`config.mk`:
```
export PLATFORM = sky130hd
export DESIGN_NAME = apb4_mem_slave_flat
export DESIGN_NICKNAME = d
export VERILOG_FILES = /design/src/rtl/apb4_mem_slave_pkg.sv /design/src/rtl/apb4_mem_slave_if.sv /design/src/rtl/apb4_mem_slave_byte_ram.sv /design/src/rtl/apb4_mem_slave.sv /design/src/flat_wrapper.sv
export SDC_FILE = /design/constraint.sdc
export NUM_CORES = 2
export LEC_CHECK = 0
export CAP_MARGIN = 30
export CORE_AREA = 5 5 422 424
export DETAILED_ROUTE_END_ITERATION = 16
export DIE_AREA = 0 0 427 429
export GPL_TIMING_DRIVEN = 0
export PLACE_DENSITY_LB_ADDON = 0.08
export SLEW_MARGIN = 0
export SYNTH_ARGS = -nofsm -noshare
export SYNTH_HDL_FRONTEND = slang
export SYNTH_SLANG_ARGS = --single-unit
```
`constraint.sdc`:
```
create_clock -name pclk -period 3.4 [get_ports pclk]
set_input_delay 0.68 -clock pclk [delete_from_list [all_inputs] [get_ports pclk]]
set_output_delay 0.68 -clock pclk [all_outputs]
set_load 0.02 [all_outputs]
```
`src/rtl/apb4_mem_slave_pkg.sv`:
```
// Shared definitions for the APB4 memory slave.
//   apb_state_e : two-state transfer FSM encoding (IDLE, ACCESS)
//   CNT_W       : width of the wait-cycle counter (wait counts 0..15)
package apb_pkg;

  typedef enum logic [0:0] {
    IDLE   = 1'b0,
    ACCESS = 1'b1
  } apb_state_e;

  localparam int CNT_W = 4;

endpackage

```
`src/rtl/apb4_mem_slave_if.sv`:
```
// APB4 bus bundle between a master and the memory slave.
//   psel/penable/pwrite/paddr/pwdata/pstrb : master -> slave request
//   prdata/pready/pslverr                  : slave -> master response
interface apb4_mem_slave_if #(
  parameter int ADDR_W = 12,
  parameter int DATA_W = 32
);
  logic                  psel;
  logic                  penable;
  logic                  pwrite;
  logic [ADDR_W-1:0]     paddr;
  logic [DATA_W-1:0]     pwdata;
  logic [DATA_W/8-1:0]   pstrb;
  logic [DATA_W-1:0]     prdata;
  logic                  pready;
  logic                  pslverr;

  modport master (
    output psel, penable, pwrite, paddr, pwdata, pstrb,
    input  prdata, pready, pslverr
  );

  modport slave (
    input  psel, penable, pwrite, paddr, pwdata, pstrb,
    output prdata, pready, pslverr
  );
endinterface

```
`src/rtl/apb4_mem_slave_byte_ram.sv`:
```
// Byte-strobed storage: one synchronous write port with per-byte enables and
// one asynchronous (combinational) read port. Contents are never reset.
//   clk   : write clock
//   we    : write enable (qualified per lane by wstrb)
//   waddr : write word address
//   wstrb : byte-lane enables
//   wdata : write data
//   raddr : read word address
//   rdata : read data, combinational from raddr
module apb_byte_ram #(
  parameter  int DATA_W = 32,
  parameter  int DEPTH  = 64,
  localparam int AW     = $clog2(DEPTH),
  localparam int NB     = DATA_W / 8
) (
  input  logic              clk,
  input  logic              we,
  input  logic [AW-1:0]     waddr,
  input  logic [NB-1:0]     wstrb,
  input  logic [DATA_W-1:0] wdata,
  input  logic [AW-1:0]     raddr,
  output logic [DATA_W-1:0] rdata
);

  // One independent byte-wide array per lane keeps every lane single-driver.
  for (genvar gi = 0; gi < NB; gi++) begin : g_lane
    logic [7:0] lane_mem [DEPTH];

    always_ff @(posedge clk) begin
      if (we && wstrb[gi]) begin
        lane_mem[waddr] <= wdata[8*gi +: 8];
      end
    end

    assign rdata[8*gi +: 8] = lane_mem[raddr];
  end

endmodule

```
`src/rtl/apb4_mem_slave.sv`:
```
// APB4 memory-mapped slave with configurable read/write wait states,
// byte-strobed writes, misaligned/out-of-range error responses and a
// saturating error counter.
//   pclk      : clock
//   preset    : asynchronous active-high reset
//   apb       : APB4 slave bus (request in, prdata/pready/pslverr out)
//   err_count : saturating count of error completions
module apb4_mem_slave
  import apb_pkg::*;
#(
  parameter int ADDR_W  = 12,
  parameter int DATA_W  = 32,
  parameter int DEPTH   = 64,
  parameter int RD_WAIT = 2,
  parameter int WR_WAIT = 1
) (
  input  logic                  pclk,
  input  logic                  preset,
  apb4_mem_slave_if.slave       apb,
  output logic [15:0]           err_count
);

  localparam int OFF   = $clog2(DATA_W / 8);
  localparam int AW    = $clog2(DEPTH);
  localparam int IDX_W = ADDR_W - OFF;

  // Elaboration-time parameter legality.
  if (!(DATA_W == 32 || DATA_W == 64)) begin : g_bad_data_w
    $error("apb4_mem_slave: DATA_W must be 32 or 64");
  end
  if (DEPTH < 2 || (DEPTH & (DEPTH - 1)) != 0) begin : g_bad_depth
    $error("apb4_mem_slave: DEPTH must be a power of 2 (>= 2)");
  end
  if (RD_WAIT < 0 || RD_WAIT > 15 || WR_WAIT < 0 || WR_WAIT > 15) begin : g_bad_wait
    $error("apb4_mem_slave: wait counts must be 0..15");
  end

  apb_state_e         state_reg;
  logic [CNT_W-1:0]   cnt_reg;
  logic [15:0]        err_count_reg;

  logic [IDX_W-1:0]   word_idx;
  logic               misaligned;
  logic               out_of_range;
  logic               access_err;
  logic [CNT_W-1:0]   target;
  logic               pready_int;
  logic               xfer_done;
  logic               ram_we;
  logic [DATA_W-1:0]  ram_rdata;

  // Address decode.
  assign word_idx   = apb.paddr[ADDR_W-1:OFF];
  assign misaligned = |apb.paddr[OFF-1:0];

  // Any set bit above the RAM address range means index >= DEPTH.
  if (IDX_W > AW) begin : g_range
    assign out_of_range = |word_idx[IDX_W-1:AW];
  end else begin : g_no_range
    assign out_of_range = 1'b0;
  end

  assign access_err = misaligned | out_of_range;

  // Wait target follows the live pwrite so reads and writes each get their own count.
  assign target     = apb.pwrite ? CNT_W'(WR_WAIT) : CNT_W'(RD_WAIT);
  assign pready_int = (state_reg == ACCESS) && (cnt_reg == target);
  assign xfer_done  = pready_int && apb.psel && apb.penable;
  assign ram_we     = xfer_done && apb.pwrite && !access_err;

  assign apb.pready  = pready_int;
  assign apb.pslverr = pready_int && access_err;
  assign apb.prdata  = (pready_int && !apb.pwrite && !access_err) ? ram_rdata : '0;
  assign err_count   = err_count_reg;

  always_ff @(posedge pclk or posedge preset) begin
    if (preset) begin
      state_reg     <= IDLE;
      cnt_reg       <= '0;
      err_count_reg <= '0;
    end else begin
      case (state_reg)
        IDLE: begin
          // A select with penable already high is treated as a setup phase.
          if (apb.psel) begin
            state_reg <= ACCESS;
            cnt_reg   <= '0;
          end
        end
        ACCESS: begin
          if (!apb.psel) begin
            // Abort: nothing written, nothing counted.
            state_reg <= IDLE;
            cnt_reg   <= '0;
          end else if (apb.penable) begin
            if (pready_int) begin
              state_reg <= IDLE;
              cnt_reg   <= '0;
            end else if (cnt_reg < target) begin
              cnt_reg <= cnt_reg + 1'b1;
            end
          end
        end
        default: begin
          state_reg <= IDLE;
          cnt_reg   <= '0;
        end
      endcase

      if (xfer_done && access_err && err_count_reg != 16'hFFFF) begin
        err_count_reg <= err_count_reg + 16'd1;
      end
    end
  end

  apb_byte_ram #(
    .DATA_W (DATA_W),
    .DEPTH  (DEPTH)
  ) u_ram (
    .clk   (pclk),
    .we    (ram_we),
    .waddr (word_idx[AW-1:0]),
    .wstrb (apb.pstrb),
    .wdata (apb.pwdata),
    .raddr (word_idx[AW-1:0]),
    .rdata (ram_rdata)
  );

endmodule

```
`src/flat_wrapper.sv`:
```
// flat-port wrapper written by rule: the top's interface ports become plain ports
module apb4_mem_slave_flat import apb_pkg::*;
#(
  parameter int ADDR_W  = 12,
  parameter int DATA_W  = 32,
  parameter int DEPTH   = 64,
  parameter int RD_WAIT = 2,
  parameter int WR_WAIT = 1
)
  (pclk, preset, err_count, apb_psel, apb_penable, apb_pwrite, apb_paddr, apb_pwdata, apb_pstrb, apb_prdata, apb_pready, apb_pslverr);
  apb4_mem_slave_if #(.ADDR_W(ADDR_W), .DATA_W(DATA_W)) apb_i ();
  input  logic pclk;
  input  logic preset;
  output logic [15:0] err_count;
  input wire logic [$bits(apb_i.psel)-1:0] apb_psel;
  input wire logic [$bits(apb_i.penable)-1:0] apb_penable;
  input wire logic [$bits(apb_i.pwrite)-1:0] apb_pwrite;
  input wire logic [$bits(apb_i.paddr)-1:0] apb_paddr;
  input wire logic [$bits(apb_i.pwdata)-1:0] apb_pwdata;
  input wire logic [$bits(apb_i.pstrb)-1:0] apb_pstrb;
  output wire logic [$bits(apb_i.prdata)-1:0] apb_prdata;
  output wire logic [$bits(apb_i.pready)-1:0] apb_pready;
  output wire logic [$bits(apb_i.pslverr)-1:0] apb_pslverr;
  assign apb_i.psel = apb_psel;
  assign apb_i.penable = apb_penable;
  assign apb_i.pwrite = apb_pwrite;
  assign apb_i.paddr = apb_paddr;
  assign apb_i.pwdata = apb_pwdata;
  assign apb_i.pstrb = apb_pstrb;
  assign apb_prdata = apb_i.prdata;
  assign apb_pready = apb_i.pready;
  assign apb_pslverr = apb_i.pslverr;
  apb4_mem_slave #(.ADDR_W(ADDR_W), .DATA_W(DATA_W), .DEPTH(DEPTH), .RD_WAIT(RD_WAIT), .WR_WAIT(WR_WAIT)) u_core (.pclk(pclk), .preset(preset), .apb(apb_i), .err_count(err_count));
endmodule
```
==> impl_metrics.csv <==
group,metric,value,unit
global_routing,grt_max_degree,57,
power_and_ir_drop,p_switching,12.1,mW
place,port_buffers,102,
clock_network,cts_tree,"done",
critical_path,crit_start,"apb_paddr[2]",
hold_path,hold_path_depth,1,
final_layout,fill_cells,13300,
critical_path,end_kind,"output pin",
global_routing,grt_overflow,0,
logic_synthesis,synth_edf_count,2048,
final_layout,multi_input_area,19800,um^2
timing,min_period_over_period,1.15,
outcome,violations,"setup timing",
final_layout,regArea,62000,um^2
timing,layout_setup_ws,-0.505,ns
place,place.gp.congestion,0.955,
floorplan,ios,103,
flow_run,maxCapViolations,0,
timing,rsz0062_at_grt,"yes",
final_layout,layout_common_cells,"edfxtp_1 (2048), mux4_2 (276), a221oi_1 (226), clkbuf_16 (220), nor2_4 (184)",
power_and_ir_drop,p_int,41.6,mW
timing,setup_viol_count_final,38,
drt,first_iter_violations,6608,
logic_synthesis,synthXorXnorAreaFrac,0.00165,
critical_path,r2r-start,"u_core.cnt_reg[1]$_DFFE_PP0P_",
logic_synthesis,synth.area.mux_share,0.0985,
drt,via_per_inst,6.37,
power_and_ir_drop,combPwrFrac,0.067,
critical_path,crit_buf_inv,9,
power_and_ir_drop,power.leakage,30.1,nW
timing,slew_headroom,0.348,
floorplan,die_w,427,um
critical_path,cp_slowest_cell,"o31ai_4",
power_and_ir_drop,power,53.7,mW
logic_synthesis,ys_seq_elements,2069,
timing,whs,0.171,ns
critical_path,startpoint_type,"input pin",
drt,drc_errors,0,
critical_path,crit_chain,"buf_12 > buf_16 > buf_12 > buf_12 > buf_16 > and3b_2 > buf_12 > buf_6 > buf_12 > a22o_1 > o31ai_4 > a41oi_4 > buf_6",
timing,skew,0.0321,ns
drt,drt_wl_total,269000,um
critical_path,regToRegSetupSlack,-0.01,ns
clock_network,root_buffer,"clkbuf_16",
logic_synthesis,syn_area,79600,um^2
clock_network,htree_levels,4,
timing,fmax,0.256,GHz
final_layout,nNetsFinal,4617,
power_and_ir_drop,seqPwrFrac,0.522,
logic_synthesis,ys_types,66,
drt,firstDrtPassIters,7,
floorplan,start_util,0.459,
logic_synthesis,yosys_warnings,0,
critical_path,slowest_delay,0.48,ns
clock_network,ctsHoldBuffers,0,
timing,min_period,3.90,ns
logic_synthesis,yosys.area_share.simple,0.0282,
place,hpwl,186000,um
power_and_ir_drop,switching_share,0.225,
global_routing,grt_pass1_vias,43900,
logic_synthesis,async_flop_share,0.0101,
global_routing,grt_pass1_wl,364000,um
clock_network,cts_inserted_buffers,212,
hold_path,hp-class,"in -> reg",
critical_path,worstPathArrival,3.22,ns
final_layout,area_growth,22.1,%
logic_synthesis,yosys_most_used_dff,"edfxtp_1",
power_and_ir_drop,power_frac_clock,0.411,
floorplan,dieHeight,429,um
critical_path,cp.depth,13,
global_routing,gr-usage-all-layers,0.291,
critical_path,crit_path_frequent_cell,"buf_12",
timing,hold_violations,0,
timing,maxSlewViolCount,0,
timing,tightest_slew,0.975,ns
critical_path,required,2.72,ns
logic_synthesis,synth-compound-area-share,0.0719,
final_layout,largest_reg_flops,2048,
clock_network,clock_path_buffers,3,
power_and_ir_drop,power_density,553,nW/um^2
clock_network,cts.sinks,2069,
hold_path,hold_start,"apb_pwdata[1]",
drt,wl_per_cell,38.1,um
critical_path,worstPathMaxFanout,8,
critical_path,reg2regPathDepth,8,
logic_synthesis,synth_top_family_by_area,"multiplexers",
final_layout,drive_gt1_frac,0.338,
logic_synthesis,syn_area_per_cell,19.5,um^2
drt,vias,45000,
floorplan,placementRows,153,
drt,final_antenna_net_count,0,
floorplan,dieArea,183000,um^2
power_and_ir_drop,peakVddDrop,0.513,mV
logic_synthesis,synth_cells,4075,
final_layout,post-route-util,0.560,
critical_path,criticalPathCategory,"in -> out",
logic_synthesis,syn-num-nets,4132,
logic_synthesis,synth_seq_area_share,0.779,
outcome,outcome,"complete, but fails checks",
critical_path,critPathTopFamily,"buffers and inverters",
global_routing,antenna_found_initial,19,
logic_synthesis,synth_fa_ha_area_frac,0.000629,
floorplan,core,173000,um^2
clock_network,clk_latency,0.86,ns
clock_network,clk_pin_slew_worst_paths,0.06,ns
final_layout,mostFrequentLayoutCell,"edfxtp_1",
## metal layers
metal / routed length, um / global-route usage / vias to the layer above
met5: 19 / 0 / -
met4: 14800 / 0.137 / 4
met3: 25700 / 0.0735 / 508
met2: 123000 / 0.441 / 2551
met1: 105000 / 0.397 / 23800
li1: - / - / 18100
## power groups by stage
| stage | Sequential, mW | Combinational (mW) | Clock (mW) |
|---|---|---|---|
| after global placement | 28.7 | 2.82 | 0 |
| after floorplan | 28.6 | 1.29 | 0 |
| after global routing | 28.0 | 3.70 | 23.3 |
| after CTS | 28.1 | 3.46 | 22.3 |
| after detailed placement | 28.6 | 2.94 | 0 |
| final | 28.1 | 3.61 | 22.1 |
## final timing paths
check | to
max | apb_prdata[20]
min | u_core.u_ram.g_lane[0].lane_mem[10][1]$_DFFE_PP_
max reg2reg | u_core.u_ram.g_lane[2].lane_mem[25][0]$_DFFE_PP_
min reg2reg | u_core.err_count[14]$_DFFE_PP0P_
max in group asynchronous | u_core.err_count[1]$_DFFE_PP0P_
min in group asynchronous | u_core.state_reg$_DFF_PP0_
## cell type report
| type | instances | share of cell area |
|---|---|---|
| timing repair buffer | 275 | 0.0332 |
| antenna | 4 | 0.000103 |
| clock inverter | 110 | 0.00838 |
| clock buffer | 271 | 0.0578 |
| sequential | 2069 | 0.638 |
| multi-input combinational | 1715 | 0.204 |
| inverter | 6 | 0.000283 |
| tap | 2325 | 0.0299 |
| buffer | 281 | 0.0285 |
## logic make-up (layout without fill, tap and decap cells)
logic type               after synthesis  after routing
adder cells (fa/ha/maj)                4              4
XOR/XNOR                              15             15
buffers and inverters                291            943
AND/OR/NAND/NOR                      540            540
flip-flops                          2069           2069
multiplexers                         435            435
AO/OA/AOI/OAI                        721            721
other                                  0              4
## worst register-to-register path: cells and delay by family (launching register included)
kind / cells / cell delay [ns]
AND/OR/NAND/NOR: 5 / 1.67
flip-flops: 1 / 0.39
buffers and inverters: 2 / 0.74
adder cells (fa/ha/maj): 1 / 0.29
## Yosys cell counts, types with 5 or more instances
cell type	n	area, um^2
edfxtp_1	2048	61500
nor2_1	388	1460
mux4_2	276	6220
a221oi_1	252	2210
mux2i_1	148	1480
buf_2	112	561
clkbuf_1	102	383
o22ai_1	95	594
a22o_1	88	771
nand2_1	83	312
a22oi_1	66	495
o21ai_0	36	180
a21oi_1	34	170
a41oi_1	32	280
a221o_1	30	300
o31ai_1	30	225
a311oi_1	29	254
buf_4	27	203
buf_6	24	270
dfrtp_1	21	526
buf_1	15	56.3
xnor2_1	14	123
nand3_1	12	60.1
mux2_2	10	113
and3_1	8	50.1
nand4_1	6	37.5
a31oi_1	5	31.3
and2_1	5	31.3
o22a_1	5	43.8
## timing repair
| item | in CTS | in global routing |
|---|---|---|
| setup endpoints to repair | 2074 | 1448 |
| pin swaps | 84 | 47 |
| resized for setup | 1123 | 370 |
| setup buffers | 27 | 27 |
| cloned | 6 | 2 |
| endpoints found under the hold margin | 0 | 0 |
## through the flow
step                      instances  setup slack, ns  setup TNS (ns)  area, um^2
after floorplan                4075            0.403               0       79600
after global placement         6502            -3.09        -3946.98       83500
after detailed placement       6610            -2.80        -3237.36       84800
after CTS                      7020           -0.453          -45.68       95500
after global routing           7053           -0.495          -22.11       97200
final                          7056           -0.505          -12.00       97200
(Power assumes the default switching activity.)
